<file path="src/rtl/alu_wb_queue_pkg.sv">
// alu_wb_queue_pkg: shared widths, drain state encoding and queue entry layouts.
package alu_wb_queue_pkg;
    localparam int LEN_DATA = 64;
    localparam int REG_ADDR_W = 5;
    localparam int TAG_W = REG_ADDR_W + 1;
    localparam int RES_W = REG_ADDR_W + 1 + 2 * LEN_DATA + 1;

    typedef enum logic {
        BEAT0 = 1'b0,
        BEAT1 = 1'b1
    } drain_t;

    typedef struct packed {
        logic [REG_ADDR_W-1:0] rd;
        logic                  ex;
    } tag_t;

    typedef struct packed {
        logic [REG_ADDR_W-1:0] rd;
        logic                  ex;
        logic [LEN_DATA-1:0]   result;
        logic [LEN_DATA-1:0]   ex_result;
        logic                  cout;
    } res_t;
endpackage

</file>
<file path="src/rtl/alu_wb_queue_sync_fifo.sv">
// sync_fifo: power-of-two synchronous FIFO; push at full is accepted only alongside a pop.
module sync_fifo #(
    parameter int WIDTH = 8,
    parameter int DEPTH = 4
) (
    input  logic             clk,
    input  logic             rst,
    input  logic             push,
    input  logic             pop,
    input  logic [WIDTH-1:0] din,
    output logic [WIDTH-1:0] head,
    output logic             full,
    output logic             empty
);
    localparam int AW = $clog2(DEPTH);

    logic [WIDTH-1:0] mem [DEPTH];
    logic [AW-1:0]    wp, rp;
    logic [AW:0]      cnt;
    logic             do_push, do_pop;

    assign empty   = cnt == '0;
    assign full    = cnt == (AW+1)'(DEPTH);
    assign do_pop  = pop & !empty;
    assign do_push = push & (!full | do_pop);
    assign head    = mem[rp];

    always_ff @(posedge clk)
        if (do_push) mem[wp] <= din;

    always_ff @(posedge clk) begin
        if (rst) begin
            wp  <= '0;
            rp  <= '0;
            cnt <= '0;
        end else begin
            if (do_push) wp <= wp + 1'b1;
            if (do_pop) rp <= rp + 1'b1;
            cnt <= cnt + (AW+1)'(do_push) - (AW+1)'(do_pop);
        end
    end
endmodule

</file>
<file path="src/rtl/alu_wb_queue.sv">
// alu_wb_queue: pairs ALU results with in-order destination tags and drains them
// to the register-file write port, splitting extended results into two beats.
module alu_wb_queue
    import alu_wb_queue_pkg::*;
#(
    parameter int DEPTH = 4
) (
    input  logic                    clk,
    input  logic                    rst,
    input  logic                    iss_valid,
    input  logic [REG_ADDR_W-1:0]   iss_rd,
    input  logic                    iss_ex,
    output logic                    iss_ready,
    input  logic                    alu_rdy,
    input  logic [LEN_DATA-1:0]     alu_result,
    input  logic [LEN_DATA-1:0]     alu_ex_result,
    input  logic                    alu_cout,
    output logic                    wb_valid,
    output logic [REG_ADDR_W-1:0]   wb_rd,
    output logic [LEN_DATA-1:0]     wb_data,
    output logic                    wb_cout,
    input  logic                    wb_ready,
    output logic                    err,
    output logic [$clog2(DEPTH):0]  inflight
);
    localparam int CW = $clog2(DEPTH) + 1;
    localparam logic [CW-1:0] MAX_CREDITS = CW'(DEPTH);

    drain_t st, st_n;
    tag_t   tag_in, tag_head;
    res_t   res_in, res_head;
    logic   tag_full, tag_empty, res_full, res_empty;
    logic   acc, res_push, res_pop, hs;

    assign iss_ready = inflight < MAX_CREDITS;
    assign acc       = iss_valid & iss_ready & !tag_full;
    assign tag_in    = '{rd: iss_rd, ex: iss_ex};
    assign hs        = wb_valid & wb_ready;
    assign res_pop   = hs & (st == BEAT1 | !res_head.ex);
    assign res_push  = alu_rdy & !tag_empty & (!res_full | res_pop);
    assign res_in    = '{rd: tag_head.rd, ex: tag_head.ex, result: alu_result,
                         ex_result: alu_ex_result, cout: alu_cout};

    sync_fifo #(.WIDTH(TAG_W), .DEPTH(DEPTH)) u_tag_q (
        .clk(clk), .rst(rst), .push(acc), .pop(res_push), .din(tag_in),
        .head(tag_head), .full(tag_full), .empty(tag_empty)
    );

    sync_fifo #(.WIDTH(RES_W), .DEPTH(DEPTH)) u_res_q (
        .clk(clk), .rst(rst), .push(res_push), .pop(res_pop), .din(res_in),
        .head(res_head), .full(res_full), .empty(res_empty)
    );

    always_ff @(posedge clk) begin
        if (rst) begin
            st       <= BEAT0;
            inflight <= '0;
            err      <= 1'b0;
        end else begin
            st       <= st_n;
            inflight <= inflight + CW'(acc) - CW'(res_pop);
            err      <= err | (iss_valid & !iss_ready) | (alu_rdy & tag_empty);
        end
    end

    // Outputs are forced to zero when idle so the port looks like reset between bursts.
    always_comb begin
        st_n     = hs ? ((st == BEAT0 && res_head.ex) ? BEAT1 : BEAT0) : st;
        wb_valid = !res_empty;
        wb_rd    = !wb_valid ? '0 : (st == BEAT1 ? res_head.rd + 1'b1 : res_head.rd);
        wb_data  = !wb_valid ? '0 : (st == BEAT1 ? res_head.ex_result : res_head.result);
        wb_cout  = wb_valid & (st == BEAT0) & res_head.cout;
    end
endmodule

</file>
<file path="config.mk">
export PLATFORM = sky130hd
export DESIGN_NAME = alu_wb_queue
export DESIGN_NICKNAME = d
export VERILOG_FILES = /design/src/rtl/alu_wb_queue_pkg.sv /design/src/rtl/alu_wb_queue_sync_fifo.sv /design/src/rtl/alu_wb_queue.sv
export SDC_FILE = /design/constraint.sdc
export NUM_CORES = 1
export LEC_CHECK = 0
export ABC_AREA = 1
export CAP_MARGIN = 10
export CORE_MARGIN = 4
export CORE_UTILIZATION = 55
export DETAILED_ROUTE_END_ITERATION = 7
export PLACE_DENSITY = 0.83
export SETUP_SLACK_MARGIN = 0.02
export SYNTH_ARGS = -nofsm -noshare
export SYNTH_HDL_FRONTEND = slang
export SYNTH_HIERARCHICAL = 1
export SYNTH_SLANG_ARGS = --single-unit
</file>
<file path="constraint.sdc">
create_clock -name clk -period 17.3 [get_ports clk]
set_clock_uncertainty 0.15 [all_clocks]
set_input_delay 1.73 -clock clk [delete_from_list [all_inputs] [get_ports clk]]
set_output_delay 1.73 -clock clk [all_outputs]
set_load 0.1 [all_outputs]
</file>
==> summary.txt <==
status = finished clean
layout cells sized above 1 = 0.06840
DRT Pass-1 Iters = 5
CP cell instances = buf_4 > buf_4 > o21ai_0 > o22ai_1 > ha_1 > nand2_1 > nor2_1 > nor2_1 > nor2_1 > clkdlybuf4s50_1
max_cap viols = 0
Initial Util = 0.5558
delay-heaviest family, CP = buffers and inverters
Leak Pwr = 9.175 nW
syn_nets = 1,938
Total Wirelength = 53,680 µm
post-route ant nets = 0
hold_buf cts = 0
Avg Cell Area, Syn = 13.08 µm²
Worst-Skew Late Latency = 0.59 ns
crit path max fanout = 105
Yosys warnings = 6
Post-Layout Cell Count = 2,545
Crit path largest cell delay = 1.16 ns
Die ar. = 45,740 µm²
RSZ-0062 raised after global routing = false
die width = 213.9 µm
commonest non-fill, non-tap cells in the layout = 564 x edfxtp_1, 420 x nor2_1, 285 x o21ai_0
Final HPWL DP = 28,920 µm
VDD IR max = 0.1581 mV
Vias/cell = 5.962
fin crit share = 0.4046
post-route minimum period = 7.000 ns
CORE AREA = 41,950 µm²
quantity of gates resized following cts = 0
io pins = 216
initial antenna violation count = 7
area of the mapped netlist = 23,310 µm²
nets = 2,114
register bit count reported by yosys = 587
Worst Setup End Kind = primary output
Global Route Usage Sum = 0.2261
Vert. Die Dim = 213.9 µm
Hold Crit Class = reg -> reg
vias in the first global route = 14,846
Cell variety after synth = 30
worst setup path category = reg -> out
slowest library cell on the worst path = clkdlybuf4s50_1
dpl cells = 2,439
setup repair bufs after CTS = 0
Final Hold Fails = 0
DR iter-0 viols = 1,526
TritonCTS Buffers = 56
DR DRC count = 0
startpoint types = flop
num rows = 75
count of input and output buffers = 215
setup TNS = 0 ns
max_slew headroom = 0.2609
total grt overflow = 0
pwr dens = 166.9 nW/µm²
clk buf depth = 3
Syn Inst Count = 1,782
top-area cell type share of the netlist area = 0.7265
CP Buf/Inv Count = 3
TritonCTS clock tree = yes
Max Clock Freq = 142.9 MHz
Worst Tran Pin Value = 1.109 ns
root buffer cell = clkbuf_16
commonest non-fill, non-tap cell in the layout = edfxtp_1
Worst Path Required = 15.42 ns
Yosys top cell by area = edfxtp_1
Critical Path Most Common Cell = nor2_1
part of the Yosys area used for sequential elements = 0.7462
Arr. time, crit path = 5.12 ns
Slew Limit Fails = 0
routability cong. = 0.7593
clock sinks = 587
vias = 15,174
DR WL/cell = 21.09 µm
htree depth = 2
largest net degree at the start of global routing = 180
Synth area leaders = edfxtp_1 73%, nor2_1 6.8%, o21ai_0 6.1%
final hold slack = 0.3373 ns
final setup vio count = 0
first-pass GRT wire length = 80,810 µm
Worst-path clk slew = 0.06 ns
Area Growth Syn to Fin = 17.14%
-- worst reg2reg max path: stages (launching register included) --
cell	delay (ns)
dfxtp_2	0.31
buf_4	0.70
inv_4	0.65
nand2_2	0.26
nand3_2	0.10
a21oi_1	0.73
nand2_1	0.43
nor2_4	0.16
buf_4	0.76
buf_4	1.01
-- power breakdown --
| group | internal [W] | leakage, nW | switching (W) |
|---|---|---|---|
| Combinational | 0.000332 | 3.02 | 0.00124 |
| Clock | 0.000660 | 0.857 | 0.000491 |
| Sequential | 0.00178 | 5.30 | 0.0000520 |
-- logic make-up (layout without fill, tap and decap cells) --
| group | count (synthesis) | in the layout | share of synthesized area |
|---|---|---|---|
| flip-flops | 587 | 587 | 0.7462 |
| AND/OR/NAND/NOR | 509 | 509 | 0.08668 |
| AO/OA/AOI/OAI | 506 | 506 | 0.1162 |
| buffers and inverters | 162 | 383 | 0.04058 |
| adder cells (fa/ha/maj) | 16 | 16 | 0.009554 |
| XOR/XNOR | 2 | 2 | 0.0007515 |
| other | 0 | 3 | 0 |
-- Yosys cell counts, drive strengths merged --
| cell | n |
|---|---|
| edfxtp | 564 |
| nor2 | 446 |
| o21ai | 350 |
| o22ai | 141 |
| buf | 57 |
| clkbuf | 55 |
| inv | 48 |
| nand2 | 47 |
| dfxtp | 23 |
| a21oi | 15 |
| nand3 | 14 |
| ha | 13 |
| fa | 3 |
| clkinv | 2 |
| or2 | 2 |
| xor2 | 2 |
-- layout make-up --
type	instances	area (µm²)
diodes	3	7.507
clock buffers	73	1516
clock inverters	30	225.2
fillers	2842	14640
inverters	50	201.4
multi-input cells	1033	5000
flip-flops and latches	587	17410
well taps	539	674.4
repair buffers	230	2277
-- final timing paths --
path / startpoint / endpoint / slack [ns] / cells after the start
worst max-delay path: flop / wb_rd[4] / 10.30 / 10
worst min-delay path: err / err / 0.34 / 2
worst max register to register: st / u_res_q/mem[0][124] / 11.52 / 9
worst min register to register: err / err / 0.34 / 2
-- layer usage --
layer | wire (µm) | track usage | up-vias | share of wire
li1 | - | - | 6865 | -
met1 | 21260 | 0.3150 | 7374 | 0.40
met2 | 26410 | 0.3646 | 833 | 0.49
met3 | 4985 | 0.05033 | 94 | 0.093
met4 | 969 | 0.06511 | 8 | 0.018
met5 | 55 | 0 | - | 0.0010
-- stage by stage --
stage	total power (W)	util	cell area (µm²)	worst slack, ns
after floorplan	0.003038	-	23310	8.312
after global placement	0.003394	0.6093	25560	11.01
after detailed placement	0.003425	0.6093	25560	10.94
after CTS	0.004572	0.6508	27300	10.32
after global routing	0.004735	0.6510	27310	9.970
final	0.004558	0.6510	27310	10.30
-- sequential cells by signal, summed over array words and instances (netlist names), named ones only --
| name | flops |
|---|---|
| err | 1 |
| u_tag_q/wp | 2 |
| inflight | 3 |
| u_tag_q/mem | 24 |
| u_res_q/rp | 2 |
| st | 1 |
| u_res_q/wp | 2 |
| u_res_q/mem | 540 |
| u_res_q/cnt | 3 |
| u_tag_q/rp | 2 |
| u_tag_q/cnt | 3 |
No activity file was read; power rests on OpenSTA's default activity.
